<file path="config.mk">
export PLATFORM = sky130hd
export DESIGN_NAME = eight_way_rr_arbiter
export DESIGN_NICKNAME = d
export VERILOG_FILES = /design/src/rtl/eight_way_rr_arbiter.sv
export SDC_FILE = /design/constraint.sdc
export NUM_CORES = 1
export LEC_CHECK = 0
export ABC_AREA = 1
export CORE_UTILIZATION = 51
export CTS_CLUSTER_DIAMETER = 40
export DETAILED_ROUTE_END_ITERATION = 16
export PLACE_DENSITY = 0.77
export SLEW_MARGIN = 10
export SYNTH_ARGS = -nofsm -noshare
export SYNTH_HDL_FRONTEND = slang
export SYNTH_SLANG_ARGS = --single-unit
</file>
<file path="constraint.sdc">
create_clock -name clk -period 2.6 [get_ports clk]
set_clock_uncertainty 0.15 [all_clocks]
set_input_delay 0.52 -clock clk [delete_from_list [all_inputs] [get_ports clk]]
set_output_delay 0.52 -clock clk [all_outputs]
set_load 0.05 [all_outputs]
</file>
<file path="src/rtl/eight_way_rr_arbiter.sv">
// Eight-way round-robin arbiter with a bounded hold time.
// Grant, index and valid are registered outputs.
module eight_way_rr_arbiter #(
  parameter int MAX_HOLD = 4
) (
  input  logic       clk,
  input  logic       reset,
  input  logic       enable,
  input  logic [7:0] req,
  output logic [7:0] grant,
  output logic [2:0] grant_idx,
  output logic       grant_valid
);

  typedef enum logic {
    IDLE,
    GRANT
  } state_t;

  localparam logic [3:0] HOLD_MAX = 4'(MAX_HOLD - 1);

  state_t     state;
  logic [2:0] last;
  logic [3:0] hold_cnt;

  logic [7:0] cand;
  logic [2:0] win;
  logic [2:0] k;
  logic       found;
  logic       others;
  logic       keep;

  // The holder is always 'last' while in GRANT, so it is masked out.
  always_comb begin
    cand   = (state == GRANT) ? (req & ~grant) : req;
    others = |(req & ~grant);
    keep   = req[grant_idx] &&
             ((hold_cnt < HOLD_MAX) || !others);
    win    = 3'd0;
    k      = 3'd0;
    found  = 1'b0;
    for (int i = 1; i <= 8; i++) begin
      k = last + 3'(i);
      if (!found && cand[k]) begin
        win   = k;
        found = 1'b1;
      end
    end
  end

  always_ff @(posedge clk or posedge reset) begin
    if (reset) begin
      state       <= IDLE;
      last        <= 3'd7;
      hold_cnt    <= 4'd0;
      grant       <= 8'h00;
      grant_idx   <= 3'd0;
      grant_valid <= 1'b0;
    end else if (!enable) begin
      state       <= IDLE;
      hold_cnt    <= 4'd0;
      grant       <= 8'h00;
      grant_idx   <= 3'd0;
      grant_valid <= 1'b0;
    end else begin
      unique case (state)
        IDLE: begin
          if (found) begin
            state       <= GRANT;
            last        <= win;
            hold_cnt    <= 4'd0;
            grant       <= 8'h01 << win;
            grant_idx   <= win;
            grant_valid <= 1'b1;
          end
        end
        GRANT: begin
          if (keep) begin
            if (hold_cnt < HOLD_MAX)
              hold_cnt <= hold_cnt + 4'd1;
          end else if (found) begin
            last        <= win;
            hold_cnt    <= 4'd0;
            grant       <= 8'h01 << win;
            grant_idx   <= win;
            grant_valid <= 1'b1;
          end else begin
            state       <= IDLE;
            hold_cnt    <= 4'd0;
            grant       <= 8'h00;
            grant_idx   <= 3'd0;
            grant_valid <= 1'b0;
          end
        end
        default: state <= IDLE;
      endcase
    end
  end

endmodule

</file>
Word level (Yosys, flattened, before mapping)

Cells that the tools add are included.
W data, S select, Z words.

Add/sub/neg operators: 8
Shift-type cells: 1
Reductions and logical operators: 21
Equal/unequal tests: 4
Mux-type cells: 61
Order comparisons: 10
Bitwise gates (word level): 3

Operators with widths:

| cell                  | number |
|---|---|
| $mux W3               | 14 |
| $mux W8               | 5 |
| $lt A3 B4 Y1 const B  | 9 |
| $bmux W1 S3           | 9 |
| $mux W1               | 23 |
| $mux W4               | 4 |
| $pmux W8 S2           | 1 |
| $add A3 B3 Y3 const B | 4 |
| $pmux W3 S2           | 2 |
| $and A8 B8 Y8         | 1 |
| $logic_and A1 B1 Y1   | 8 |
| $logic_not A1 Y1      | 8 |
| $not A8 Y8            | 1 |
| $pmux W4 S2           | 1 |
| $reduce_or A8 Y1      | 1 |
| $shl A1 B3 Y8 const A | 1 |
| $add A3 B2 Y3 const B | 2 |
| $ne A3 B3 Y1 const B  | 2 |
| $reduce_and A2 Y1     | 3 |
| $add A4 B1 Y4 const B | 1 |
| $lt A4 B2 Y1 const B  | 1 |
| $ne A4 B3 Y1 const B  | 1 |
| $pmux W1 S2           | 2 |
| $add A3 B1 Y3 const B | 1 |
| 3 further kinds       | 3 |

Register bits: 20
Output and inout port bits: 12
Word-level logic and storage cells: 114

Logic depth before layout (Yosys ltp)

Depth in word-level cells: 32
Depth in mapped cells: 19
Depth with buffers taken out: 17

Worst setup path before layout

OpenSTA, ideal clock, no wires.

Kind: reg-to-reg
From: register last[1]
To: register grant[2]
Path slack: -0.169 ns
Library setup time: 0.076 ns
Cell stages (with the launch flop): 18
Data required time: 2.374 ns
Data arrival time: 2.542 ns
Cells stage by stage: dfstp_2 -> inv_1 -> clkbuf_1 -> ha_1 -> buf_2 -> inv_1 -> nand3_1 -> nand3_1 -> nand2_2 -> nand3_4 -> nor2_8 -> nand4_4 -> nor2_4 -> nand2_4 -> nand2_4 -> buf_6 -> nand2_1 -> o21ai_1

Longest elaborated chain between the ends: 30
Elaborated cells on any way between the ends: 61

Ends and longest elaborated chain:

| element                       | line   | RTL |
|---|---|---|
| from (decl)                   | 23     | `logic [2:0] last;` |
| from (signal assigned)        | 70     | `last <= win;` |
| from (signal assigned)        | 82     | `last <= win;` |
| $add A3 B1 Y3                 | 43     | `k = last + 3'(i);` |
| $bmux W1 S3                   | 44     | `if (!found && cand[k]) begin` |
| $mux W1 (not written as such) | 44     |  |
| $mux W1                       | 44     |  |
| $logic_not A1 Y1              | 44     |  |
| $logic_and A1 B1 Y1           | 44     |  |
| $mux W1                       | 44     |  |
| $logic_not A1 Y1              | 44     |  |
| [... 14 more ...]             | --     |  |
| $logic_not A1 Y1              | 44     |  |
| $logic_and A1 B1 Y1           | 44     |  |
| $mux W3                       | 44     |  |
| $shl A1 B3 Y8                 | 72, 84 |  |
| $mux W8                       | 81     | `end else if (found) begin` |
| $mux W8                       | 78     | `if (keep) begin` |
| $pmux W8 S2                   | 66     | `unique case (state)` |
| $mux W8                       | 59     | `end else if (!enable) begin` |
| to (signal assigned)          | 72     | `grant <= 8'h01 << win;` |
| to (signal assigned)          | 84     | `grant <= 8'h01 << win;` |
| to (decl)                     | 10     | `output logic [7:0] grant,` |

Several ways; a longest one is shown, not always the timed one. The select of a mux whose other input is x is not followed.
A chain may end at the register's enable or synchronous reset.

Worst setup path after layout

From: register last[1]
To: register grant[0]

Same word-level chain as after synthesis.

==> impl_metrics.env <==
export IMPL_first_iter_violations=214
export IMPL_final_max_slew_viol_count=0
export IMPL_cp_end_kind="flop"
export IMPL_synth_cell_types=33
export IMPL_pin_count=23
export IMPL_clk_latency_ns=0.26
export IMPL_crit_fanout=7
export IMPL_arrival_ns=2.65
export IMPL_fin_util_pct=79.3
export IMPL_overflow=0
export IMPL_place_ws_ns=-0.339
export IMPL_vias=2356
export IMPL_clock_path_buffers=2
export IMPL_io_buffers=22
export IMPL_drc=0
export IMPL_crit_slowest_cell="dfstp_2"
export IMPL_avgSynthCellArea_um2=6.38
export IMPL_cts_hold_buf=0
export IMPL_drtAntennaViolNets=0
export IMPL_num_rows=22
export IMPL_gp_congestion=0.934
export IMPL_max_stage_delay_ns=0.56
export IMPL_worst_pin_slew_ns=0.743
export IMPL_cp_startpoint="last[1]"
export IMPL_crit_path_frequent_cell="nand2_1"
export IMPL_die_w_um=63.8
export IMPL_antenna_cells=0
export IMPL_worstHoldPathType="reg2reg"
export IMPL_drive_above_1_share_pct=35.6
export IMPL_max_freq_mhz=378
export IMPL_synth_nets=319
export IMPL_cp_required_ns=2.60
export IMPL_fin_ws_ns=-0.0472
export IMPL_grt_pass1_wl_um=9270
export IMPL_max_slew_margin_pct=50.4
export IMPL_grt_pass1_vias=2106
export IMPL_wire_per_inst_um=15.5
export IMPL_numCtsBuffers=3
export IMPL_cts_tree="built"
export IMPL_finalSetupViolCount=7
export IMPL_clk_pin_slew_ns=0.07
export IMPL_wl_um=6400
export IMPL_maxCapViolations=0
export IMPL_core_area_mm2=0.00366
export IMPL_outcome="complete, but fails checks"
export IMPL_die_area_mm2=0.00407
export IMPL_nets=380
export IMPL_syn_area_mm2=0.00195
export IMPL_fin_crit_sh_pct=102
export IMPL_grt_antenna_before_repair=0
export IMPL_synthCells=305
export IMPL_post_route_min_period_ns=2.65
export IMPL_drt_first_pass_iters=5
export IMPL_path_cells="inv_1, ha_4, inv_8, nand3_4, nand3_4, nand2_4, nand4_1, nor2_2, buf_4, nand2_1, nand3_1, nand2_1, nand3_1, inv_1, nand2_1, nand2_1"
export IMPL_dp_hpwl_um=4420
export IMPL_final_hold_viol_count=0
export IMPL_start_util_pct=53.1
export IMPL_violations="negative setup slack"
export IMPL_htreeDepth=1
export IMPL_hp_start="grant_valid"
export IMPL_yosys_warnings=0
export IMPL_syn2layout_area_growth_pct=49.2
export IMPL_die_y_um=63.8
export IMPL_path_class="reg2reg"
export IMPL_cts_sinks=20
export IMPL_synth_seq_cells=20
export IMPL_rsz0062_at_grt="yes"
export IMPL_worstSetupStartpointType="flop"
export IMPL_whs_ns=0.329
export IMPL_r2r_start="last[1]"
export IMPL_grt_max_degree=21
export IMPL_ys_seq_area_share_pct=25.9
export IMPL_grt_use_total_pct=29.2
export IMPL_routed_via_density=5.70
export IMPL_root_buffer="clkbuf_8"
cell type report:
class,instances,area [um^2]
clock buffer,3,41.3
clock inverter,1,30.0
fill,248,758
inverter,42,165
multi-input combinational,235,1540
sequential,20,508
tap,48,60.1
timing repair buffer,64,558
path summary, 6_finish.rpt:
check / endpoint / slack, ns / cells past startpoint
worst max-delay path: grant[0] / -0.05 / 16
worst min-delay path: grant_valid / 0.33 / 2
worst max register to register: grant[0] / -0.05 / 16
worst min register to register: grant_valid / 0.33 / 2
max in group asynchronous: grant[7] / 1.30 / 2
min in group asynchronous: hold_cnt[0] / 0.53 / 2
cells in the mapped netlist, drive strengths merged:
cell    instances  area [um^2]
nand2          96          383
ha              3         37.5
xor2            3         33.8
nand4          11         83.8
mux2i           1         10.0
o21bai          3         22.5
dfstp           3         78.8
nor3            1         5.00
a21boi          1         7.51
and3            1         6.26
a21oi           7         35.0
dfrtp          17          425
buf             5         46.3
nor2           22          121
o21ai          15         82.6
a211oi          2         15.0
nand3          69          383
clkbuf          3         11.3
inv            42          158
kinds of logic (layout without fill, tap and decap cells):
group           after synthesis  after routing  share of synthesized area (%)
simple gates                200            200                           50.5
buf+inv                      50            110                           11.1
compound gates               28             28                           8.36
flops                        20             20                           25.9
fa+ha+maj                     3              3                           1.93
xor+xnor                      3              3                           1.74
mux                           1              1                          0.514
per-layer routing:
metal / track usage, % / vias to the layer above / part of all wire [%]
li1: - / 1122 / -
met1: 37.9 / 1082 / 40
met2: 52.3 / 130 / 51
met3: 2.50 / 22 / 6.9
met4: 6.53 / 0 / 2.2
met5: 0 / - / 0
cell usage in the layout (no fill, tap or decap), drive strengths merged, types with 2 or more instances in the layout:
| cell type | count |
|---|---|
| dfrtp | 17 |
| inv | 42 |
| clkdlybuf4s50 | 18 |
| nand4 | 11 |
| nor2 | 22 |
| a211oi | 2 |
| ha | 3 |
| nand2 | 96 |
| xor2 | 3 |
| nand3 | 69 |
| buf | 42 |
| o21bai | 3 |
| dfstp | 3 |
| clkbuf | 3 |
| dlymetal6s2s | 4 |
| a21oi | 7 |
| o21ai | 15 |
stage by stage:
stage | cell area (um^2) | setup TNS, ns | std cells
finish | 2900 | -0.215 | 413
global route | 2900 | -1.64 | 413
CTS | 2560 | -0.00157 | 406
detailed placement | 2470 | -4.38 | 401
global placement | 2470 | -3.51 | 401
floorplan | 1990 | 0 | 305
registers in the layout (all words and copies together) (netlist names):
name	flops
grant_idx	3
grant	8
state	1
grant_valid	1
last	3
hold_cnt	4
worst max-delay path, delay by kind of cell, from the launching register on:
kind | cells | cell delay (ns)
simple gates | 11 | 1.05
flops | 1 | 0.56
buf+inv | 4 | 0.39
fa+ha+maj | 1 | 0.37
timing repair:
| action | CTS | global route |
|---|---|---|
| setup buffers | 1 | 7 |
| endpoints found under the setup margin | 11 | 19 |
| pin swaps | 2 | 18 |
| gates resized for setup | 4 | 71 |
Power is not shown: default switching activity piles up to over one toggle a cycle in this logic, so the estimate is an artifact.
